[config.mk]
export PLATFORM = sky130hd
export DESIGN_NAME = fft12_bin_streamer_flat
export DESIGN_NICKNAME = d
export VERILOG_FILES = /design/src/rtl/fft12_pkg.sv /design/src/rtl/fft12_bin_streamer_if.sv /design/src/rtl/fft12_bin_bank.sv /design/src/rtl/fft12_bin_streamer.sv /design/src/flat_wrapper.sv
export SDC_FILE = /design/constraint.sdc
export NUM_CORES = 1
export LEC_CHECK = 0
export BUFFER_PORTS_ARGS = -buffer_cell sky130_fd_sc_hd__buf_2
export CORE_ASPECT_RATIO = 1.1
export CORE_MARGIN = 3
export CORE_UTILIZATION = 31
export DETAILED_ROUTE_END_ITERATION = 10
export PLACE_DENSITY = 0.55
export SYNTH_ARGS = -nofsm -noshare
export SYNTH_HDL_FRONTEND = slang
export SYNTH_SLANG_ARGS = --single-unit
[constraint.sdc]
create_clock -name clk -period 2.06 [get_ports clk]
set_input_delay 0.412 -clock clk [delete_from_list [all_inputs] [get_ports clk]]
set_output_delay 0.412 -clock clk [all_outputs]
set_load 0.01 [all_outputs]
[src/rtl/fft12_pkg.sv]
// Shared constants and FSM state type for the 12-bin FFT output streamer.
// Imported by the interface, bin bank and streamer top.
package fft12_pkg;

  localparam int FFT_N     = 12;
  localparam int FFT_W     = 16;
  localparam int IDX_W     = 4;
  localparam int HALF_LAST = 6;
  localparam int FULL_LAST = 11;

  typedef enum logic {
    ST_IDLE,
    ST_STREAM
  } state_t;

endpackage

[src/rtl/fft12_bin_streamer_if.sv]
// Handshake bundle between FFT core, streamer and downstream consumer.
// slave: streamer view (captures y*, drives out_*); master: the environment.
interface fft12_bin_streamer_if #(
  parameter int W = 16
);
  logic         in_valid;
  logic         in_ready;
  logic         half;
  logic [W-1:0] y1r, y2r, y3r, y4r, y5r, y6r;
  logic [W-1:0] y7r, y8r, y9r, y10r, y11r, y12r;
  logic [W-1:0] y1i, y2i, y3i, y4i, y5i, y6i;
  logic [W-1:0] y7i, y8i, y9i, y10i, y11i, y12i;
  logic         out_valid;
  logic         out_ready;
  logic [W-1:0] out_re;
  logic [W-1:0] out_im;
  logic [3:0]   out_idx;
  logic         out_last;

  modport slave (
    input  in_valid, half, out_ready,
    input  y1r, y2r, y3r, y4r, y5r, y6r,
    input  y7r, y8r, y9r, y10r, y11r, y12r,
    input  y1i, y2i, y3i, y4i, y5i, y6i,
    input  y7i, y8i, y9i, y10i, y11i, y12i,
    output in_ready, out_valid, out_re,
    output out_im, out_idx, out_last
  );

  modport master (
    output in_valid, half, out_ready,
    output y1r, y2r, y3r, y4r, y5r, y6r,
    output y7r, y8r, y9r, y10r, y11r, y12r,
    output y1i, y2i, y3i, y4i, y5i, y6i,
    output y7i, y8i, y9i, y10i, y11i, y12i,
    input  in_ready, out_valid, out_re,
    input  out_im, out_idx, out_last
  );
endinterface

[src/rtl/fft12_bin_bank.sv]
// N x (re,im) register file: whole-frame capture on cap_en, sync clear.
// Ports: clk, rst, cap_en, wr_re/wr_im (packed bins), idx -> rd_re/rd_im.
module fft12_bin_bank
  import fft12_pkg::*;
#(
  parameter int W = FFT_W,
  parameter int N = FFT_N
) (
  input  logic                clk,
  input  logic                rst,
  input  logic                cap_en,
  input  logic [N-1:0][W-1:0] wr_re,
  input  logic [N-1:0][W-1:0] wr_im,
  input  logic [IDX_W-1:0]    idx,
  output logic [W-1:0]        rd_re,
  output logic [W-1:0]        rd_im
);

  logic [N-1:0][W-1:0] re_q, re_d;
  logic [N-1:0][W-1:0] im_q, im_d;

  always_comb begin
    re_d = re_q;
    im_d = im_q;
    if (cap_en) begin
      re_d = wr_re;
      im_d = wr_im;
    end
  end

  always_ff @(posedge clk) begin
    if (rst) begin
      re_q <= '0;
      im_q <= '0;
    end else begin
      re_q <= re_d;
      im_q <= im_d;
    end
  end

  // Out-of-range indices read as zero.
  always_comb begin
    rd_re = '0;
    rd_im = '0;
    if (int'(idx) < N) begin
      rd_re = re_q[idx];
      rd_im = im_q[idx];
    end
  end

endmodule

[src/rtl/fft12_bin_streamer.sv]
// Captures 12 parallel FFT bins and streams them one per beat with index.
// Ports: clk, rst, bus (slave modport of fft12_bin_streamer_if), drop_cnt.
module fft12_bin_streamer
  import fft12_pkg::*;
#(
  parameter int W = FFT_W,
  parameter int N = FFT_N
) (
  input  logic                  clk,
  input  logic                  rst,
  fft12_bin_streamer_if.slave   bus,
  output logic [7:0]            drop_cnt
);

  state_t             state_q, state_d;
  logic [IDX_W-1:0]   idx_q, idx_d;
  logic               half_q, half_d;
  logic [7:0]         drop_q, drop_d;
  logic               cap_en;
  logic [IDX_W-1:0]   last_idx;
  logic [N-1:0][W-1:0] wr_re, wr_im;
  logic [W-1:0]       rd_re, rd_im;

  assign wr_re = {bus.y12r, bus.y11r, bus.y10r, bus.y9r,
                  bus.y8r, bus.y7r, bus.y6r, bus.y5r,
                  bus.y4r, bus.y3r, bus.y2r, bus.y1r};
  assign wr_im = {bus.y12i, bus.y11i, bus.y10i, bus.y9i,
                  bus.y8i, bus.y7i, bus.y6i, bus.y5i,
                  bus.y4i, bus.y3i, bus.y2i, bus.y1i};

  fft12_bin_bank #(
    .W(W),
    .N(N)
  ) u_bank (
    .clk    (clk),
    .rst    (rst),
    .cap_en (cap_en),
    .wr_re  (wr_re),
    .wr_im  (wr_im),
    .idx    (idx_q),
    .rd_re  (rd_re),
    .rd_im  (rd_im)
  );

  always_comb begin
    state_d  = state_q;
    idx_d    = idx_q;
    half_d   = half_q;
    drop_d   = drop_q;
    cap_en   = 1'b0;
    last_idx = half_q ? IDX_W'(HALF_LAST)
                      : IDX_W'(FULL_LAST);
    unique case (state_q)
      ST_IDLE: begin
        if (bus.in_valid) begin
          cap_en  = 1'b1;
          half_d  = bus.half;
          idx_d   = '0;
          state_d = ST_STREAM;
        end
      end
      ST_STREAM: begin
        // Offers while busy are counted, never captured.
        if (bus.in_valid && drop_q != 8'hFF)
          drop_d = drop_q + 8'd1;
        if (bus.out_ready) begin
          if (idx_q == last_idx) begin
            state_d = ST_IDLE;
            idx_d   = '0;
          end else begin
            idx_d = idx_q + 1'b1;
          end
        end
      end
      default: state_d = ST_IDLE;
    endcase
  end

  always_ff @(posedge clk) begin
    if (rst) begin
      state_q <= ST_IDLE;
      idx_q   <= '0;
      half_q  <= 1'b0;
      drop_q  <= '0;
    end else begin
      state_q <= state_d;
      idx_q   <= idx_d;
      half_q  <= half_d;
      drop_q  <= drop_d;
    end
  end

  logic streaming;
  assign streaming     = (state_q == ST_STREAM);
  assign bus.in_ready  = (state_q == ST_IDLE) && !rst;
  assign bus.out_valid = streaming;
  assign bus.out_re    = streaming ? rd_re : '0;
  assign bus.out_im    = streaming ? rd_im : '0;
  assign bus.out_idx   = streaming ? idx_q : '0;
  assign bus.out_last  = streaming && (idx_q == last_idx);
  assign drop_cnt      = drop_q;

endmodule

[src/flat_wrapper.sv]
// flat-port wrapper written by rule: the top's interface ports become plain ports
module fft12_bin_streamer_flat import fft12_pkg::*;
#(
  parameter int W = FFT_W,
  parameter int N = FFT_N
)
  (clk, rst, drop_cnt, bus_in_valid, bus_half, bus_out_ready, bus_y1r, bus_y2r, bus_y3r, bus_y4r, bus_y5r, bus_y6r, bus_y7r, bus_y8r, bus_y9r, bus_y10r, bus_y11r, bus_y12r, bus_y1i, bus_y2i, bus_y3i, bus_y4i, bus_y5i, bus_y6i, bus_y7i, bus_y8i, bus_y9i, bus_y10i, bus_y11i, bus_y12i, bus_in_ready, bus_out_valid, bus_out_re, bus_out_im, bus_out_idx, bus_out_last);
  fft12_bin_streamer_if #(.W(W)) bus_i ();
  input  logic clk;
  input  logic rst;
  output logic [7:0] drop_cnt;
  input wire logic [$bits(bus_i.in_valid)-1:0] bus_in_valid;
  input wire logic [$bits(bus_i.half)-1:0] bus_half;
  input wire logic [$bits(bus_i.out_ready)-1:0] bus_out_ready;
  input wire logic [$bits(bus_i.y1r)-1:0] bus_y1r;
  input wire logic [$bits(bus_i.y2r)-1:0] bus_y2r;
  input wire logic [$bits(bus_i.y3r)-1:0] bus_y3r;
  input wire logic [$bits(bus_i.y4r)-1:0] bus_y4r;
  input wire logic [$bits(bus_i.y5r)-1:0] bus_y5r;
  input wire logic [$bits(bus_i.y6r)-1:0] bus_y6r;
  input wire logic [$bits(bus_i.y7r)-1:0] bus_y7r;
  input wire logic [$bits(bus_i.y8r)-1:0] bus_y8r;
  input wire logic [$bits(bus_i.y9r)-1:0] bus_y9r;
  input wire logic [$bits(bus_i.y10r)-1:0] bus_y10r;
  input wire logic [$bits(bus_i.y11r)-1:0] bus_y11r;
  input wire logic [$bits(bus_i.y12r)-1:0] bus_y12r;
  input wire logic [$bits(bus_i.y1i)-1:0] bus_y1i;
  input wire logic [$bits(bus_i.y2i)-1:0] bus_y2i;
  input wire logic [$bits(bus_i.y3i)-1:0] bus_y3i;
  input wire logic [$bits(bus_i.y4i)-1:0] bus_y4i;
  input wire logic [$bits(bus_i.y5i)-1:0] bus_y5i;
  input wire logic [$bits(bus_i.y6i)-1:0] bus_y6i;
  input wire logic [$bits(bus_i.y7i)-1:0] bus_y7i;
  input wire logic [$bits(bus_i.y8i)-1:0] bus_y8i;
  input wire logic [$bits(bus_i.y9i)-1:0] bus_y9i;
  input wire logic [$bits(bus_i.y10i)-1:0] bus_y10i;
  input wire logic [$bits(bus_i.y11i)-1:0] bus_y11i;
  input wire logic [$bits(bus_i.y12i)-1:0] bus_y12i;
  output wire logic [$bits(bus_i.in_ready)-1:0] bus_in_ready;
  output wire logic [$bits(bus_i.out_valid)-1:0] bus_out_valid;
  output wire logic [$bits(bus_i.out_re)-1:0] bus_out_re;
  output wire logic [$bits(bus_i.out_im)-1:0] bus_out_im;
  output wire logic [$bits(bus_i.out_idx)-1:0] bus_out_idx;
  output wire logic [$bits(bus_i.out_last)-1:0] bus_out_last;
  assign bus_i.in_valid = bus_in_valid;
  assign bus_i.half = bus_half;
  assign bus_i.out_ready = bus_out_ready;
  assign bus_i.y1r = bus_y1r;
  assign bus_i.y2r = bus_y2r;
  assign bus_i.y3r = bus_y3r;
  assign bus_i.y4r = bus_y4r;
  assign bus_i.y5r = bus_y5r;
  assign bus_i.y6r = bus_y6r;
  assign bus_i.y7r = bus_y7r;
  assign bus_i.y8r = bus_y8r;
  assign bus_i.y9r = bus_y9r;
  assign bus_i.y10r = bus_y10r;
  assign bus_i.y11r = bus_y11r;
  assign bus_i.y12r = bus_y12r;
  assign bus_i.y1i = bus_y1i;
  assign bus_i.y2i = bus_y2i;
  assign bus_i.y3i = bus_y3i;
  assign bus_i.y4i = bus_y4i;
  assign bus_i.y5i = bus_y5i;
  assign bus_i.y6i = bus_y6i;
  assign bus_i.y7i = bus_y7i;
  assign bus_i.y8i = bus_y8i;
  assign bus_i.y9i = bus_y9i;
  assign bus_i.y10i = bus_y10i;
  assign bus_i.y11i = bus_y11i;
  assign bus_i.y12i = bus_y12i;
  assign bus_in_ready = bus_i.in_ready;
  assign bus_out_valid = bus_i.out_valid;
  assign bus_out_re = bus_i.out_re;
  assign bus_out_im = bus_i.out_im;
  assign bus_out_idx = bus_i.out_idx;
  assign bus_out_last = bus_i.out_last;
  fft12_bin_streamer #(.W(W), .N(N)) u_core (.clk(clk), .rst(rst), .bus(bus_i), .drop_cnt(drop_cnt));
endmodule
==> results list <==
- Status: finished, violations left
* Failing checks: setup timing
- Final number of setup-violating endpoints: 35
- GPL Wtd Cong: 0.886
- Measured along the y axis, the die boundary spans 253 µm.
* Top cell type by total area after synthesis: sky130_fd_sc_hd__dfxtp_1
* Cells traversed along the worst timing path: buf_12, buf_12, buf_12, mux2i_2, a221oi_4, buf_4, a21oi_1, nor2_1, buf_2
- Number of different library cells in the post-synthesis netlist: 42
* Cell count after synthesis: 2,061
- Final-report max-slew violation count: 0
- The wire-length estimate of the detail-placed layout is 47.7 mm.
- Aggregate routed wire length: 65.9 mm
- For this run, the top clock speed supported by timing is 362 MHz.
- In this run the standard cell core region covers 0.0542 mm².
- Area growth, synth to finish: 35.1%
- Fraction of layout cells with a size suffix above 1: 0.322
- Via density per instance: 5.08
- In the routed design, unresolved DRC markers number 0.
- In this run, synthesis produced a sequential element count of 398.
- Static power due to leakage: 9.18 nW
- No sink is reached through more buffers than the 3 on the longest clock path.
* Type of the worst setup path: flip-flop to output pin
- Non-Filler Instances: 3,270
- Most used cell along the critical path: sky130_fd_sc_hd__buf_12
- Arrival time at the worst endpoint: 2.35 ns
* Final hold violation count: 0
- Port buffering added 435 buffers.
- Die footprint: 0.0583 mm²
* Fraction of the yosys area taken by sequential cells: 0.463
- Number of enable-type register cells in the synthesized netlist: 0
- Of all nets on the critical path, the largest fanout is 8.
* Router iterations before antenna repair: 8
* Number of antenna violations at the first check in global routing: 11
* Setup crit end kind: output pin
- Across the run, the number of max-cap violations was 0.
- The detail route stage leaves a number of antenna-violating nets equal to 0.
- Netlist area before placement: 0.0172 mm²
* Most used cells in the layout excluding fill and tap cells: 775 x sky130_fd_sc_hd__nand2_1, 428 x sky130_fd_sc_hd__buf_2, 395 x sky130_fd_sc_hd__dfxtp_1
* Worst setup margin: -0.704 ns
- Via count of the first global-routing pass: 16,400
* Largest stage delay on the critical path: 0.40 ns
- At the pin with the least slew margin, the transition time is 0.498 ns.
- Die outline width: 231 µm
* Number of placed instances, taps included: 3,160
- Clock-pin slew reported for the worst setup and hold paths after clock tree synthesis: 0.06 ns
- Number of buffers created by CTS: 44
* Setup TNS: -21.59 ns
* Maximum vdd ir drop: 0.514 mV
- Gr usage total: 0.216
- Dividing total power by cell area gives a power density of 817 mW/mm².
- Timing analysis after detailed placement gives a worst setup slack of -0.259 ns.
- Number of placement rows: 89
- STA classifies the critical path startpoint as a flip-flop.
- Yosys warning count: 0
- Final worst-path cycle share: 1.34
* I/O pin cnt: 436
* Setup repair after global routing missed its margin: true
- After global routing the overflow that remains totals 0.
- TritonCTS built the clock tree.
- Post-synthesis average cell area: 8.34 µm²
- The path class of the tightest hold or removal check is input port to flip-flop.
- The clock reaches the later pin of the worst-skew pair after 0.58 ns.
* Largest cells by area after synthesis: sky130_fd_sc_hd__dfxtp_1 46%, sky130_fd_sc_hd__nand2_1 17%, sky130_fd_sc_hd__a21oi_1 12%
- Number of nets at the end of the flow: 2,896
- The smallest clock period supported by the final layout is computed as 2.76 ns.
- Average wire per cell in the routed design: 20.1 µm
- Most common library cell in the layout ignoring fill and taps: sky130_fd_sc_hd__nand2_1
- Cell at the root of the clock tree: sky130_fd_sc_hd__clkbuf_16
- Relative slew slack: 0.668
* Proportion of netlist area held by the largest area contributor: 0.463
- Counting every net in the synthesized netlist gives 2,452.
- The first routing iteration left 1,070 violations.
- Entering global routing, the biggest net connects 107 pins.
- Among all flip-flop cells after synthesis, the most frequent one is sky130_fd_sc_hd__dfxtp_1.
* Worst clock skew: 0.0267 ns
* Wire length of the first global-routing pass: 97.3 mm
* Final Util: 0.428
- Slowest stage cell on the critical path: sky130_fd_sc_hd__dfxtp_4
* Starting Density: 0.317
- Detailed routing inserted a total of 16,600 vias.
- H-tree levels: 2
- Counting every sink on the clock net gives 398.
- For this run, asynchronously set or reset flops after synthesis account for 0.
- Required time reported for the critical path endpoint: 1.65 ns
[state kept, by name, indices dropped and copies added (netlist names)]
name,cells
u_core.bus.out_valid,1
u_core.u_bank.re_q,192
u_core.half_q,1
u_core.u_bank.im_q,192
u_core.idx_q,4
u_core.drop_cnt,8
[synthesized netlist by cell type (3+ instances only)]
master and number:
sky130_fd_sc_hd__nand2_1 776, sky130_fd_sc_hd__a21oi_1 420, sky130_fd_sc_hd__dfxtp_1 398, sky130_fd_sc_hd__buf_2 87, sky130_fd_sc_hd__mux2i_1 69, sky130_fd_sc_hd__clkbuf_1 60
sky130_fd_sc_hd__nor2_1 42, sky130_fd_sc_hd__mux4_2 33, sky130_fd_sc_hd__a221oi_1 30, sky130_fd_sc_hd__mux4_1 29, sky130_fd_sc_hd__a21boi_0 22, sky130_fd_sc_hd__buf_6 11
sky130_fd_sc_hd__nand3_1 9, sky130_fd_sc_hd__a21boi_1 8, sky130_fd_sc_hd__and2_1 5, sky130_fd_sc_hd__buf_1 4, sky130_fd_sc_hd__buf_12 4, sky130_fd_sc_hd__nor2b_1 4
sky130_fd_sc_hd__o21ai_0 4, sky130_fd_sc_hd__xor2_1 4, sky130_fd_sc_hd__nand4_1 3, sky130_fd_sc_hd__nor3_1 3, sky130_fd_sc_hd__o211ai_1 3
[worst paths after layout]
path	from	to	slack (ns)	cells after the start
min reg2reg	u_core.u_bank.re_q[92]	u_core.u_bank.re_q[92]	0.45	2
min	bus_y10r[10]	u_core.u_bank.re_q[154]	0.06	3
max reg2reg	u_core.idx_q[0]	u_core.idx_q[0]	0	11
max	u_core.idx_q[0]	bus_out_im[14]	-0.70	9
[logic make-up after synthesis]
| family | share of synthesized area |
|---|---|
| AND/OR/NAND/NOR | 0.193 |
| AO/OA/AOI/OAI | 0.156 |
| flip-flops | 0.463 |
| buffers and inverters | 0.0565 |
| multiplexers | 0.128 |
| XOR/XNOR | 0.00204 |
| adder cells (fa/ha/maj) | 0.00146 |
[through the flow]
step | area, µm² | total power, mW | hold WS [ns]
after CTS | 22900 | 19.1 | 0.0378
after floorplan | 17200 | 9.70 | 0.432
after detailed placement | 20600 | 10.8 | 0.443
after global placement | 20600 | 10.7 | 0.439
final | 23200 | 19.0 | 0.0644
after global routing | 23200 | 19.7 | 0.0572
[critical path, delay by kind of cell, from the launching register on]
kind,cells,cell delay [ns]
multiplexers,1,0.16
AO/OA/AOI/OAI,2,0.28
buffers and inverters,5,0.77
flip-flops,1,0.40
AND/OR/NAND/NOR,1,0.16
[power by group]
group          total (mW)  switching (mW)  internal (mW)
Combinational        2.45            1.35           1.10
Sequential           8.39           0.262           8.13
Clock                8.13            3.32           4.81
Total                19.0            4.93           14.0
[layer usage]
| metal | GRT usage | routed length, µm |
|---|---|---|
| met1 | 0.286 | 28600 |
| met2 | 0.348 | 30500 |
| met3 | 0.0475 | 4310 |
| met4 | 0.0786 | 2400 |
| met5 | 0 | 78 |
[final cells by class]
| class | instances | area [µm²] |
|---|---|---|
| fill | 5476 | 31000 |
| multi-input combinational | 1488 | 8890 |
| inverter | 1 | 3.75 |
| antenna | 2 | 5.00 |
| clock inverter | 18 | 214 |
| timing repair buffer | 572 | 3950 |
| tap | 728 | 911 |
| sequential | 398 | 7980 |
| clock buffer | 63 | 1270 |
[timing repair]
| action | in CTS | in global routing |
|---|---|---|
| setup buffers | 13 | 12 |
| cloned | 6 | 0 |
| pin swaps | 51 | 29 |
| hold buffers | 0 | 0 |
| gates resized for setup | 148 | 86 |
| endpoints found under the setup margin | 35 | 36 |
Power figures use the tool's default switching activity.
